===== config.mk =====
export PLATFORM = sky130hd
export DESIGN_NAME = sv32_translate_access_flat
export DESIGN_NICKNAME = d
export VERILOG_FILES = /design/src/rtl/sv32_pkg.sv /design/src/rtl/sv32_translate_access_if.sv /design/src/rtl/sv32_tlb.sv /design/src/rtl/sv32_translate_access.sv /design/src/flat_wrapper.sv
export SDC_FILE = /design/constraint.sdc
export NUM_CORES = 1
export LEC_CHECK = 0
export BUFFER_PORTS_ARGS = -buffer_cell sky130_fd_sc_hd__buf_2
export CORE_ASPECT_RATIO = 0.7
export CORE_MARGIN = 5
export CORE_UTILIZATION = 40
export CTS_CLUSTER_SIZE = 8
export DETAILED_ROUTE_END_ITERATION = 10
export SLEW_MARGIN = 20
export SYNTH_ARGS = -nofsm -noshare
export SYNTH_HDL_FRONTEND = slang
export SYNTH_HIERARCHICAL = 1
export SYNTH_SLANG_ARGS = --single-unit

===== constraint.sdc =====
create_clock -name clk -period 18 [get_ports clk]
set_input_delay 3.6 -clock clk [delete_from_list [all_inputs] [get_ports clk]]
set_output_delay 3.6 -clock clk [all_outputs]
set_load 0.05 [all_outputs]

===== src/rtl/sv32_pkg.sv =====
// Shared Sv32 definitions: access/privilege encodings, PTE field positions,
// translation FSM states and the permission check used by hit and walk paths.
package sv32_pkg;

    localparam logic [1:0] ACC_FETCH = 2'd0;
    localparam logic [1:0] ACC_LOAD  = 2'd1;
    localparam logic [1:0] ACC_STORE = 2'd2;
    localparam logic [1:0] ACC_RSVD  = 2'd3;

    localparam logic [1:0] PRIV_U = 2'd0;
    localparam logic [1:0] PRIV_S = 2'd1;
    localparam logic [1:0] PRIV_M = 2'd3;

    localparam int PTE_V = 0;
    localparam int PTE_R = 1;
    localparam int PTE_W = 2;
    localparam int PTE_X = 3;
    localparam int PTE_U = 4;
    localparam int PTE_G = 5;
    localparam int PTE_A = 6;
    localparam int PTE_D = 7;

    localparam int PPN_MSB  = 31;
    localparam int PPN_LSB  = 10;
    localparam int PPN1_LSB = 20;
    localparam int PPN0_MSB = 19;

    typedef enum logic [0:0] {
        ST_IDLE = 1'b0,
        ST_WALK = 1'b1
    } state_t;

    typedef struct packed {
        logic d;
        logic a;
        logic u;
        logic x;
        logic w;
        logic r;
    } flags_t;

    function automatic flags_t pte_flags(input logic [31:0] pte);
        return {pte[PTE_D], pte[PTE_A], pte[PTE_U], pte[PTE_X], pte[PTE_W], pte[PTE_R]};
    endfunction

    // High when the access must fault; A/D are checked, never updated.
    function automatic logic sv32_perm_fault(
        input flags_t     f,
        input logic       mega,
        input logic [9:0] ppn0,
        input logic [1:0] access_type,
        input logic [1:0] priv,
        input logic       sum,
        input logic       mxr
    );
        logic rsvd, type_fail, priv_fail, ad_fail, align_fail;
        rsvd       = (f.w & ~f.r) | (access_type == ACC_RSVD);
        type_fail  = ((access_type == ACC_FETCH) & ~f.x)
                   | ((access_type == ACC_LOAD)  & ~(f.r | (f.x & mxr)))
                   | ((access_type == ACC_STORE) & ~f.w);
        priv_fail  = (priv == PRIV_U) ? ~f.u
                                      : (f.u & ((access_type == ACC_FETCH) | ~sum));
        ad_fail    = ~f.a | ((access_type == ACC_STORE) & ~f.d);
        align_fail = mega & (ppn0 != 10'd0);
        return rsvd | type_fail | priv_fail | ad_fail | align_fail;
    endfunction

endpackage


===== src/rtl/sv32_translate_access_if.sv =====
// Core request/response port plus page-table-walker handshake of the translation unit.
interface sv32_translate_access_if;
    logic        valid;
    logic        ready;
    logic [31:0] address;
    logic [1:0]  access_type;
    logic [1:0]  privilege_mode;
    logic [33:0] physical_address;
    logic        page_fault;
    logic        walk_valid;
    logic        walk_ready;
    logic [31:0] pte;
    logic        pte_mega;
    logic        walk_fault;

    modport master (
        output valid, address, access_type, privilege_mode, walk_ready, pte, pte_mega, walk_fault,
        input  ready, physical_address, page_fault, walk_valid
    );

    modport slave (
        input  valid, address, access_type, privilege_mode, walk_ready, pte, pte_mega, walk_fault,
        output ready, physical_address, page_fault, walk_valid
    );
endinterface


===== src/rtl/sv32_tlb.sv =====
// Fully-associative Sv32 TLB: parallel match, one-hot read mux,
// first-invalid / round-robin victim choice, flush beats fill.
module sv32_tlb
    import sv32_pkg::*;
#(
    parameter int TLB_ENTRIES = 4
) (
    input  logic        clk,
    input  logic        reset,
    input  logic        flush,
    input  logic [19:0] lookup_vpn,
    output logic        hit,
    output logic        hit_mega,
    output logic [21:0] hit_ppn,
    output logic [5:0]  hit_flags,
    input  logic        fill_en,
    input  logic        fill_mega,
    input  logic [19:0] fill_vpn,
    input  logic [21:0] fill_ppn,
    input  logic [5:0]  fill_flags
);
    localparam int IDX_W = (TLB_ENTRIES > 1) ? $clog2(TLB_ENTRIES) : 1;

    logic [TLB_ENTRIES-1:0] valid_r;
    logic [TLB_ENTRIES-1:0] mega_r;
    logic [TLB_ENTRIES-1:0] match_s;
    logic [19:0]            vpn_r   [TLB_ENTRIES];
    logic [21:0]            ppn_r   [TLB_ENTRIES];
    logic [5:0]             flags_r [TLB_ENTRIES];
    logic [IDX_W-1:0]       rr_r;
    logic [IDX_W-1:0]       victim_s;

    // Tag compare; megapage entries ignore VPN[9:0]. Matches are one-hot, so OR-ing is a mux.
    always_comb begin
        hit       = 1'b0;
        hit_mega  = 1'b0;
        hit_ppn   = 22'd0;
        hit_flags = 6'd0;
        match_s   = '0;
        for (int i = 0; i < TLB_ENTRIES; i++) begin
            match_s[i] = valid_r[i] & (mega_r[i] ? (vpn_r[i][19:10] == lookup_vpn[19:10])
                                                 : (vpn_r[i] == lookup_vpn));
            hit       = hit | match_s[i];
            hit_mega  = hit_mega | (match_s[i] & mega_r[i]);
            hit_ppn   = hit_ppn | ({22{match_s[i]}} & ppn_r[i]);
            hit_flags = hit_flags | ({6{match_s[i]}} & flags_r[i]);
        end
    end

    // Victim: lowest-index invalid entry, otherwise the round-robin pointer.
    always_comb begin
        victim_s = rr_r;
        for (int i = TLB_ENTRIES - 1; i >= 0; i--) begin
            victim_s = valid_r[i] ? victim_s : IDX_W'(i);
        end
    end

    // Valid bits and round-robin pointer.
    always_ff @(posedge clk) begin
        if (reset) begin
            valid_r <= '0;
            rr_r    <= '0;
        end else if (flush) begin
            valid_r <= '0;
            rr_r    <= rr_r;
        end else if (fill_en) begin
            valid_r[victim_s] <= 1'b1;
            rr_r <= (rr_r == IDX_W'(TLB_ENTRIES - 1)) ? '0 : rr_r + IDX_W'(1);
        end else begin
            valid_r <= valid_r;
            rr_r    <= rr_r;
        end
    end

    // Entry payload; contents are only observed through a set valid bit.
    always_ff @(posedge clk) begin
        if (fill_en && !flush) begin
            mega_r[victim_s]  <= fill_mega;
            vpn_r[victim_s]   <= fill_vpn;
            ppn_r[victim_s]   <= fill_ppn;
            flags_r[victim_s] <= fill_flags;
        end
    end

endmodule


===== src/rtl/sv32_translate_access.sv =====
// Sv32 translation front end: bypass, TLB lookup, walker handshake,
// permission check and registered single-cycle response.
module sv32_translate_access
    import sv32_pkg::*;
#(
    parameter int TLB_ENTRIES = 4
) (
    input  logic clk,
    input  logic reset,
    input  logic satp_sv32_mode,
    input  logic mstatus_sum,
    input  logic mstatus_mxr,
    input  logic tlb_flush,
    sv32_translate_access_if.slave bus
);
    state_t      state_r, state_s;
    logic        ready_r, ready_s;
    logic        fault_r, fault_s;
    logic [33:0] pa_r, pa_s;
    logic        req_fire_s, bypass_s, fill_en_s;
    logic        tlb_hit_s, tlb_hit_mega_s;
    logic [21:0] tlb_ppn_s;
    logic [5:0]  tlb_flags_s;
    logic [33:0] hit_pa_s, walk_pa_s;
    logic        hit_fault_s, walk_fault_s;
    flags_t      walk_flags_s;
    logic        unused_pte_bits_s;

    assign req_fire_s   = bus.valid & ~ready_r;
    assign bypass_s     = (bus.privilege_mode == PRIV_M) | ~satp_sv32_mode;
    assign walk_flags_s = pte_flags(bus.pte);
    assign unused_pte_bits_s = ^{bus.pte[9:8], bus.pte[PTE_G], bus.pte[PTE_V]};

    assign hit_pa_s = tlb_hit_mega_s ? {tlb_ppn_s[21:10], bus.address[21:0]}
                                     : {tlb_ppn_s, bus.address[11:0]};
    assign hit_fault_s = sv32_perm_fault(flags_t'(tlb_flags_s), tlb_hit_mega_s, tlb_ppn_s[9:0],
                                         bus.access_type, bus.privilege_mode,
                                         mstatus_sum, mstatus_mxr);

    // A walker fault carries no usable PTE, so the address is forced to zero.
    assign walk_pa_s = bus.walk_fault ? 34'd0
                     : (bus.pte_mega ? {bus.pte[PPN_MSB:PPN1_LSB], bus.address[21:0]}
                                     : {bus.pte[PPN_MSB:PPN_LSB], bus.address[11:0]});
    assign walk_fault_s = bus.walk_fault
                        | sv32_perm_fault(walk_flags_s, bus.pte_mega, bus.pte[PPN0_MSB:PPN_LSB],
                                          bus.access_type, bus.privilege_mode,
                                          mstatus_sum, mstatus_mxr);

    sv32_tlb #(.TLB_ENTRIES(TLB_ENTRIES)) u_tlb (
        .clk        (clk),
        .reset      (reset),
        .flush      (tlb_flush),
        .lookup_vpn (bus.address[31:12]),
        .hit        (tlb_hit_s),
        .hit_mega   (tlb_hit_mega_s),
        .hit_ppn    (tlb_ppn_s),
        .hit_flags  (tlb_flags_s),
        .fill_en    (fill_en_s),
        .fill_mega  (bus.pte_mega),
        .fill_vpn   (bus.address[31:12]),
        .fill_ppn   (bus.pte[PPN_MSB:PPN_LSB]),
        .fill_flags (walk_flags_s)
    );

    // Next state and response; only clean walk results are cached.
    always_comb begin
        state_s   = state_r;
        ready_s   = 1'b0;
        fault_s   = 1'b0;
        pa_s      = 34'd0;
        fill_en_s = 1'b0;
        case (state_r)
            ST_IDLE: begin
                if (req_fire_s && bypass_s) begin
                    ready_s = 1'b1;
                    pa_s    = {2'b00, bus.address};
                    fault_s = (bus.access_type == ACC_RSVD);
                end else if (req_fire_s && tlb_hit_s) begin
                    ready_s = 1'b1;
                    pa_s    = hit_pa_s;
                    fault_s = hit_fault_s;
                end else if (req_fire_s) begin
                    state_s = ST_WALK;
                end else begin
                    state_s = ST_IDLE;
                end
            end
            ST_WALK: begin
                if (bus.walk_ready) begin
                    ready_s   = 1'b1;
                    pa_s      = walk_pa_s;
                    fault_s   = walk_fault_s;
                    fill_en_s = ~walk_fault_s;
                    state_s   = ST_IDLE;
                end else begin
                    state_s = ST_WALK;
                end
            end
            default: state_s = ST_IDLE;
        endcase
    end

    // State and registered response outputs.
    always_ff @(posedge clk) begin
        if (reset) begin
            state_r <= ST_IDLE;
            ready_r <= 1'b0;
            fault_r <= 1'b0;
            pa_r    <= 34'd0;
        end else begin
            state_r <= state_s;
            ready_r <= ready_s;
            fault_r <= fault_s;
            pa_r    <= pa_s;
        end
    end

    assign bus.ready            = ready_r;
    assign bus.page_fault       = fault_r;
    assign bus.physical_address = pa_r;
    assign bus.walk_valid       = (state_r == ST_WALK) && !reset;

endmodule


===== src/flat_wrapper.sv =====
// flat-port wrapper written by rule: the top's interface ports become plain ports
module sv32_translate_access_flat import sv32_pkg::*;
#(
    parameter int TLB_ENTRIES = 4
)
  (clk, reset, satp_sv32_mode, mstatus_sum, mstatus_mxr, tlb_flush, bus_valid, bus_address, bus_access_type, bus_privilege_mode, bus_walk_ready, bus_pte, bus_pte_mega, bus_walk_fault, bus_ready, bus_physical_address, bus_page_fault, bus_walk_valid);
  sv32_translate_access_if bus_i ();
  input  logic clk;
  input  logic reset;
  input  logic satp_sv32_mode;
  input  logic mstatus_sum;
  input  logic mstatus_mxr;
  input  logic tlb_flush;
  input wire logic [$bits(bus_i.valid)-1:0] bus_valid;
  input wire logic [$bits(bus_i.address)-1:0] bus_address;
  input wire logic [$bits(bus_i.access_type)-1:0] bus_access_type;
  input wire logic [$bits(bus_i.privilege_mode)-1:0] bus_privilege_mode;
  input wire logic [$bits(bus_i.walk_ready)-1:0] bus_walk_ready;
  input wire logic [$bits(bus_i.pte)-1:0] bus_pte;
  input wire logic [$bits(bus_i.pte_mega)-1:0] bus_pte_mega;
  input wire logic [$bits(bus_i.walk_fault)-1:0] bus_walk_fault;
  output wire logic [$bits(bus_i.ready)-1:0] bus_ready;
  output wire logic [$bits(bus_i.physical_address)-1:0] bus_physical_address;
  output wire logic [$bits(bus_i.page_fault)-1:0] bus_page_fault;
  output wire logic [$bits(bus_i.walk_valid)-1:0] bus_walk_valid;
  assign bus_i.valid = bus_valid;
  assign bus_i.address = bus_address;
  assign bus_i.access_type = bus_access_type;
  assign bus_i.privilege_mode = bus_privilege_mode;
  assign bus_i.walk_ready = bus_walk_ready;
  assign bus_i.pte = bus_pte;
  assign bus_i.pte_mega = bus_pte_mega;
  assign bus_i.walk_fault = bus_walk_fault;
  assign bus_ready = bus_i.ready;
  assign bus_physical_address = bus_i.physical_address;
  assign bus_page_fault = bus_i.page_fault;
  assign bus_walk_valid = bus_i.walk_valid;
  sv32_translate_access #(.TLB_ENTRIES(TLB_ENTRIES)) u_core (.clk(clk), .reset(reset), .satp_sv32_mode(satp_sv32_mode), .mstatus_sum(mstatus_sum), .mstatus_mxr(mstatus_mxr), .tlb_flush(tlb_flush), .bus(bus_i));
endmodule

==> results.toml, run 1 <==
[clock_network]
post_cts_resized = 0
cts_sinks = 239
root_buffer = "clkbuf_16"
tritoncts = "built"
numCtsBuffers = 35
clk_pin_slew_ps = 50
post_cts_hold_buffer_count = 0
post_cts_buffers = 0
cts_max_level = 2
clock_path_buffers = 3
clkLatencyLatePin_ps = 510

[logic_synthesis]
postSynthNetCount = 771
syn_inst = 692
yosysSeqAreaShare_pct = 69.7
synth_ff_type = "edfxtp_1"
yosysWarnings = 6
synth-seq-cells = 239
synth_edf_count = 196
ys_async_sr_fraction_pct = 0
yosysUniqueCellTypes = 46
syn_area_mm2 = 0.00968
avgSynthCellArea_um2 = 14.0

[finish]
final_cell_mix = "edfxtp_1 (196), nand3_1 (116), buf_2 (110), xnor2_1 (48), dfxtp_1 (43)"
syn_to_final_growth_pct = 19.6
n_antenna_cell = 0
final_common_cell = "edfxtp_1"
postLayoutCoreUtil_pct = 48.8
nets = 889
layout-drive-gt1-share_pct = 21.2

[placed_design]
routabilityCongestion = 0.771
pre_cts_slack_ps = 10000
portBuffers = 110
dp_hpwl_mm = 14.6

[global_routing]
antenna_found_initial = 0
grt_first_pass_wirelength_mm = 37.8
grt_usage_pct = 17.7
grt_max_degree = 50
grt_pass1_vias = 6387
grt_overflow = 0

[critical_path]
cp.arrival_ps = 4420
rr_startpoint = "u_core/u_tlb/vpn_r[2][6]"
cp_max_fo = 33
cp_data_required_time_ps = 14400
startpoint = "reset"
cp-end-kind = "primary output"
critical_path_class = "in2out"
crit_path_start_kind = "input pin"

[job]
max_cap_viol_count = 0

[floorplan]
die_h_um = 140
core_mm2 = 0.0237
die_x_um = 196
initial_core_util_pct = 40.8
top_level_ports = 115
die_area_mm2 = 0.0274
rows = 47

[power_and_ir_drop]
power_mw = 1.26
ir_drop_v = 0.0000529
powerDensity_mw_per_mm2 = 109
p_leak_nw = 4.04

[hold_path]
hp-start = "u_core/u_tlb/rr_r[1]"
hold_path_class = "reg2reg"

[drt]
postRouteAntennaNets = 0
wl_per_cell_um = 21.4
avgViaCountPerCell = 5.58
drt-initial-drc-count = 574
first_pass_iters = 5
vias = 6431
drc = 0
routed_wl_mm = 24.7

[timing]
relSlewSlack_pct = 47.7
fin_ws_ps = 9980
tightest_slew_ps = 784
tns_ps = 0
fin_crit_sh_pct = 44.5
min_period_ps = 8020
setup_viol = 0
clock_skew_ps = 29.2
finalHoldViolCount = 0
final_max_slew_viol_count = 0
rsz0062_at_grt = "false"
fmax_mhz = 125
holdWs_ps = 488

[run_status]
status = "finished clean"
==> synthesized netlist by cell type, types with 5 or more instances <==
| cell type | number | share of area (%) |
|---|---|---|
| xor2_1 | 32 | 2.9 |
| buf_6 | 6 | 0.70 |
| a21oi_1 | 9 | 0.47 |
| dfxtp_1 | 43 | 8.9 |
| o22a_1 | 10 | 0.91 |
| and2_1 | 14 | 0.91 |
| buf_2 | 16 | 0.83 |
| o21ai_0 | 5 | 0.26 |
| a222oi_1 | 10 | 1.0 |
| clkbuf_1 | 20 | 0.78 |
| nand2_1 | 12 | 0.47 |
| mux2i_1 | 20 | 2.1 |
| nand4_1 | 36 | 2.3 |
| edfxtp_1 | 196 | 61 |
| xnor2_1 | 48 | 4.3 |
| nor3_1 | 9 | 0.47 |
| nor2_1 | 27 | 1.0 |
| a22oi_1 | 6 | 0.47 |
| nand3_1 | 116 | 6.0 |
| nor4_1 | 11 | 0.71 |
==> routing by layer <==
layer  track usage [%]  up-vias  part of all wire, %  routed length (um)
met5                 0        -                    0                   0
met4              5.07        0                  2.0                 498
met3              5.04       48                   10                2580
met2              25.5      345                   43               10500
met1              26.2     3141                   45               11100
li1                  -     2897                    -                   -
==> cell families (layout without fill, tap and decap cells) <==
group / after synthesis / in the layout / synth area share [%]
AO/OA/AOI/OAI: 63 / 63 / 5.11
XOR/XNOR: 80 / 80 / 7.24
adder cells (fa/ha/maj): 1 / 1 / 0.129
buffers and inverters: 49 / 192 / 2.69
flip-flops: 239 / 239 / 69.7
multiplexers: 20 / 20 / 2.07
AND/OR/NAND/NOR: 240 / 240 / 13.0
==> worst max-delay path, stage by stage <==
cell,delay [ps]
buf_2,90
buf_4,260
nor2b_1,160
buf_2,270
==> final timing paths <==
kind | endpoint | slack, ps | cells past startpoint
worst max register to register | u_core/bus.physical_address[22] | 14740 | 9
worst min-delay path | u_core/u_tlb/rr_r[1] | 490 | 2
worst max-delay path | bus_walk_valid | 9980 | 4
worst min register to register | u_core/u_tlb/rr_r[1] | 490 | 2
==> power by group <==
part	internal, mW	switching (mW)	total (mW)	leakage (nW)
Sequential	0.601	0.000764	0.602	2.11
Combinational	0.0192	0.0401	0.0593	1.45
Clock	0.372	0.229	0.602	0.483
Total	0.992	0.270	1.26	4.04
==> flip-flops by register name, summed over array words and instances (netlist names) <==
signal and flops:
u_core/u_tlb/flags_r 24, u_core/bus.physical_address 34, u_core/u_tlb/ppn_r 88, u_core/state_r 1, u_core/bus.ready 1, u_core/u_tlb/vpn_r 80
u_core/u_tlb/valid_r 4, u_core/u_tlb/rr_r 2, u_core/u_tlb/mega_r 4, u_core/bus.page_fault 1
==> metrics by stage <==
stage / instance area [um^2] / std cells
3_5_place_dp: 10500 / 1091
6_report: 11600 / 1153
5_1_grt: 11600 / 1153
4_1_cts: 11600 / 1153
3_3_place_gp: 10500 / 1091
2_1_floorplan: 9680 / 692
==> layout make-up <==
cell class / instances / area (um^2)
clock buffers: 60 / 991
clock inverters: 2 / 25.0
inverters: 4 / 15.0
repair buffers: 126 / 671
multi-input cells: 404 / 2720
well taps: 318 / 398
fillers: 2089 / 12100
flip-flops and latches: 239 / 6750
Power figures use the tool's default switching activity.
==> inputs of run 2 (changes only) <==
==> constraint.sdc (replaced) <==
create_clock -name clk -period 6.55 [get_ports clk]
set_input_delay 1.31 -clock clk [delete_from_list [all_inputs] [get_ports clk]]
set_output_delay 1.31 -clock clk [all_outputs]
set_load 0.05 [all_outputs]
==> results.toml, run 2 (synthesis gave the netlist of run 1 again) <==
[run_status]
status = "finished clean"

[finish]
postLayoutCoreUtil_pct = 48.9
final_common_cell = "edfxtp_1"
final_area_mm2 = 0.0116
syn_to_final_growth_pct = 19.7
layout-drive-gt1-share_pct = 21.1
final_cell_mix = "edfxtp_1 (196), nand3_1 (116), buf_2 (110), xnor2_1 (48), dfxtp_1 (43)"
n_antenna_cell = 0
nets = 889
final_cells = 1154
largest_reg_flops = 88
regMostFlops = "u_core/u_tlb/ppn_r"

[timing]
fmax_mhz = 247
fin_ws_ps = 2500
relSlewSlack_pct = 21.7
fin_crit_sh_pct = 61.8
min_period_ps = 4050
tns_ps = 0
clock_skew_ps = 26.5
tightest_slew_ps = 1170
finalHoldViolCount = 0
final_max_slew_viol_count = 0
rsz0062_at_grt = "false"
setup_viol = 0
holdWs_ps = 492

[critical_path]
cp_max_fo = 29
max_stage_delay_ps = 920
critical_path_class = "in2reg"
crit_family = "compound AO/OA/AOI/OAI gates"
crit_path_start_kind = "input pin"
reg2reg_to = "u_core/bus.physical_address[9]"
crit_buf_inv = 2
rr_startpoint = "u_core/u_tlb/vpn_r[0][9]"
cp_data_required_time_ps = 6940
cp-end-kind = "register"
r2r_setup_slack_ps = 3120
path_cells = "buf_2 > xor2_1 > nor4_1 > a41o_1 > buf_4 > a22oi_1 > nand2_1 > o21ai_1 > a21oi_1 > and2_1"
reg2reg_depth = 9
cpMaxStageDelayCell = "o21ai_1"
cp.arrival_ps = 4440

[global_routing]
top_usage_layer = "met1"
grt_first_pass_wirelength_mm = 38.5
grt_max_degree = 50
met2_usage_pct = 25.8
grt_overflow = 0
grt_pass1_vias = 6441
antenna_found_initial = 0
grt_usage_pct = 17.9
use_met1_pct = 26.8
grt_util_met3_pct = 5.28

[drt]
avgViaCountPerCell = 5.47
wl_per_cell_um = 21.5
drt-initial-drc-count = 581
postRouteAntennaNets = 0
drc = 0
first_pass_iters = 8
routed_wl_mm = 24.8
vias = 6318

[floorplan]
die_area_mm2 = 0.0274
top_level_ports = 115
die_x_um = 196
initial_core_util_pct = 40.8
rows = 47
core_mm2 = 0.0237
die_h_um = 140

[placed_design]
dp_cells = 1091
portBuffers = 110
pre_cts_slack_ps = 2030
routabilityCongestion = 0.760
placed_area_mm2 = 0.0106
dp_hpwl_mm = 15.0

[clock_network]
post_cts_buffers = 0
post_cts_resized = 0
tritoncts = "built"
post_cts_hold_buffer_count = 0
clkLatencyLatePin_ps = 510
clk_pin_slew_ps = 50
root_buffer = "clkbuf_16"
clock_path_buffers = 3
cts_max_level = 2
numCtsBuffers = 35
cts_sinks = 239

[power_and_ir_drop]
powerDensity_mw_per_mm2 = 300
power_mw = 3.48
ir_drop_v = 0.000148
p_leak_nw = 4.05

[hold_path]
min_to = "u_core/u_tlb/rr_r[1]"
hp-start = "u_core/u_tlb/rr_r[1]"
hold_path_class = "reg2reg"
holdPathStages = 2

[job]
max_cap_viol_count = 0
-- run 2: cell types whose count changed in the layout (fill, tap and decap cells not counted) --
cell       previous run  this run
a2111oi_4             0         1
o21ai_2               1         0
clkbuf_1             24        25
a2111oi_2             1         0
o21ai_1               1         2
-- run 2: power by group --
part,switching (mW),total [mW],internal (mW)
Clock,0.636,1.66,1.03
Sequential,0.00224,1.65,1.65
Combinational,0.110,0.162,0.0523
-- run 2: area by class of cell --
class                           count  area [um^2]
Timing Repair Buffer              126          671
Clock buffer                       61          995
Inverter                            4         15.0
Sequential cell                   239         6750
Clock inverter                      2         25.0
Tap cell                          318          398
Fill cell                        2065        12100
Multi-Input combinational cell    404         2730
-- run 2: worst max path at each step --
stage	startpoint	end	slack, ps	cells after the start
final	bus_address[17]	u_core/bus.physical_address[9]	2500	10
after global routing	bus_address[17]	u_core/bus.physical_address[0]	2270	10
after CTS	bus_address[17]	u_core/bus.physical_address[8]	2550	10
after detailed placement	bus_address[17]	u_core/bus.physical_address[8]	2030	10
after global placement	bus_address[12]	u_core/bus.page_fault	2100	12
after floorplan	bus_access_type[0]	u_core/u_tlb/flags_r[1][0]	570	6
-- run 2: worst reg2reg max path: cells and delay by family, from the launching register on --
| kind | cells | cell delay, ps |
|---|---|---|
| flops | 1 | 370 |
| simple gates | 3 | 940 |
| xor+xnor | 1 | 170 |
| buf+inv | 1 | 380 |
| compound gates | 4 | 1500 |
-- run 2: metal layers --
metal	routed length (um)	vias to the layer above	part of all wire, %
met3	2190	29	8.8
met5	0	-	0
met1	11600	3118	47
met2	10700	281	43
met4	286	0	1.2
li1	-	2890	-
==> inputs of run 3 (changes only) <==
==> constraint.sdc (replaced) <==
create_clock -name clk -period 3.85 [get_ports clk]
set_input_delay 0.77 -clock clk [delete_from_list [all_inputs] [get_ports clk]]
set_output_delay 0.77 -clock clk [all_outputs]
set_load 0.05 [all_outputs]
==> results.toml, run 3 (synthesis gave the netlist of run 1 again) <==
[finish]
final_common_cell = "edfxtp_1"
largest_reg_flops = 88
syn_to_final_growth_pct = 22.8
layout-drive-gt1-share_pct = 23.3
final_cell_mix = "edfxtp_1 (196), nand3_1 (116), buf_2 (110), xnor2_1 (48), dfxtp_1 (43)"
n_antenna_cell = 0
regMostFlops = "u_core/u_tlb/ppn_r"
nets = 914
postLayoutCoreUtil_pct = 50.1
final_cells = 1179

[clock_network]
post_cts_buffers = 0
post_cts_resized = 0
clk_pin_slew_ps = 50
clkLatencyLatePin_ps = 510
post_cts_hold_buffer_count = 0
cts_sinks = 239
tritoncts = "built"
root_buffer = "clkbuf_16"
numCtsBuffers = 35
cts_max_level = 2
clock_path_buffers = 3

[critical_path]
crit_end = "u_core/bus.page_fault"
cp_data_required_time_ps = 4270
crit_path_start_kind = "input pin"
cp.arrival_ps = 3560
crit_path_frequent_cell = "buf_4"
critical_path_class = "in2reg"
max_stage_delay_ps = 590
cp_max_fo = 16
startpoint = "bus_address[12]"
reg2reg_to = "u_core/bus.page_fault"
path_cells = "buf_2 > xor2_1 > nor4_1 > a41o_1 > buf_4 > nand3_1 > nand4_1 > o41ai_2 > buf_4 > o311ai_1 > o21ai_1 > a31oi_1"
reg2reg_depth = 11
rr_startpoint = "u_core/u_tlb/vpn_r[1][0]"
cp-end-kind = "register"
r2r_setup_slack_ps = 770
cpMaxStageDelayCell = "nor4_1"

[timing]
finalHoldViolCount = 0
min_period_ps = 3140
clock_skew_ps = 19.3
final_max_slew_viol_count = 0
relSlewSlack_pct = 38.5
fmax_mhz = 318
rsz0062_at_grt = "false"
tns_ps = 0
setup_viol = 0
tightest_slew_ps = 918
fin_crit_sh_pct = 81.7

[drt]
first_pass_iters = 8
vias = 6374
drc = 0
drt-initial-drc-count = 584
postRouteAntennaNets = 0
wl_per_cell_um = 21.0
routed_wl_mm = 24.8
avgViaCountPerCell = 5.41

[global_routing]
grt_max_degree = 40
grt_usage_pct = 17.9
grt_first_pass_wirelength_mm = 38.3
antenna_found_initial = 0
grt_pass1_vias = 6362
grt_overflow = 0

[power_and_ir_drop]
power_switching_mw = 1.26
pwr-share-seq_pct = 47.6
ir_drop_v = 0.000268
powerDensity_mw_per_mm2 = 497
p_comb_share_pct = 4.8
p_leak_nw = 4.20
p_int_mw = 4.65
swShare_pct = 21.4
p_clk_share_pct = 47.6

[floorplan]
die_x_um = 196
rows = 47
top_level_ports = 115
initial_core_util_pct = 40.8
die_h_um = 140
core_mm2 = 0.0237
die_area_mm2 = 0.0274

[placed_design]
portBuffers = 110
dp_hpwl_mm = 15.9
dp_cells = 1116
routabilityCongestion = 0.790

[run_status]
status = "finished clean"

[hold_path]
hold_path_class = "in2reg"

[job]
max_cap_viol_count = 0
[run 3: changes by cell type in the layout (fill, tap and decap cells not counted), sizes merged]
cell	before	now
buf	126	151
[run 3: worst min path at each step]
stage	startpoint	to	slack, ps	cells after the start
2_1_floorplan	u_core/u_tlb/rr_r[1]	u_core/u_tlb/rr_r[1]	450	2
3_3_place_gp	u_core/u_tlb/rr_r[1]	u_core/u_tlb/rr_r[1]	470	2
3_5_place_dp	u_core/u_tlb/rr_r[1]	u_core/u_tlb/rr_r[1]	470	2
4_1_cts	bus_address[2]	u_core/bus.physical_address[2]	450	2
5_1_grt	bus_address[3]	u_core/bus.physical_address[3]	470	2
6_report	bus_address[2]	u_core/bus.physical_address[2]	470	2
[run 3: layout make-up]
cell class | count | area (um^2)
clock buffers | 61 | 995
clock inverters | 2 | 25.0
fillers | 2056 | 11800
inverters | 4 | 15.0
multi-input cells | 404 | 2750
flip-flops and latches | 239 | 6750
well taps | 318 | 398
repair buffers | 151 | 958
[run 3: metal layers]
layer / global-route usage [%] / vias up / routed length (um)
met5: 0 / - / 0
met1: 26.9 / 3113 / 11800
met2: 25.9 / 283 / 10500
met3: 4.42 / 36 / 2040
met4: 4.77 / 0 / 382
li1: - / 2942 / -
[run 3: power by group through the flow]
stage / logic, mW / clock network (mW) / registers, mW
2_1_floorplan: 0.104 / 0 / 2.91
3_3_place_gp: 0.282 / 0 / 2.86
3_5_place_dp: 0.283 / 0 / 2.86
4_1_cts: 0.285 / 2.87 / 2.81
5_1_grt: 0.308 / 3.00 / 2.81
6_report: 0.283 / 2.81 / 2.81
[run 3: critical path, delay by kind of cell]
kind	cells	cell delay (ps)
simple gates	3	900
buf+inv	3	690
compound gates	5	1000
xor+xnor	1	180
[run 3: stage by stage]
stage	hold slack [ps]	area [um^2]	power (mW)	setup WS (ps)
2_1_floorplan	447	9720	3.01	57.0
5_1_grt	465	11900	6.12	566
4_1_cts	453	11900	5.97	763
3_5_place_dp	467	10900	3.15	250
3_3_place_gp	467	10900	3.15	253
6_report	474	11900	5.91	705
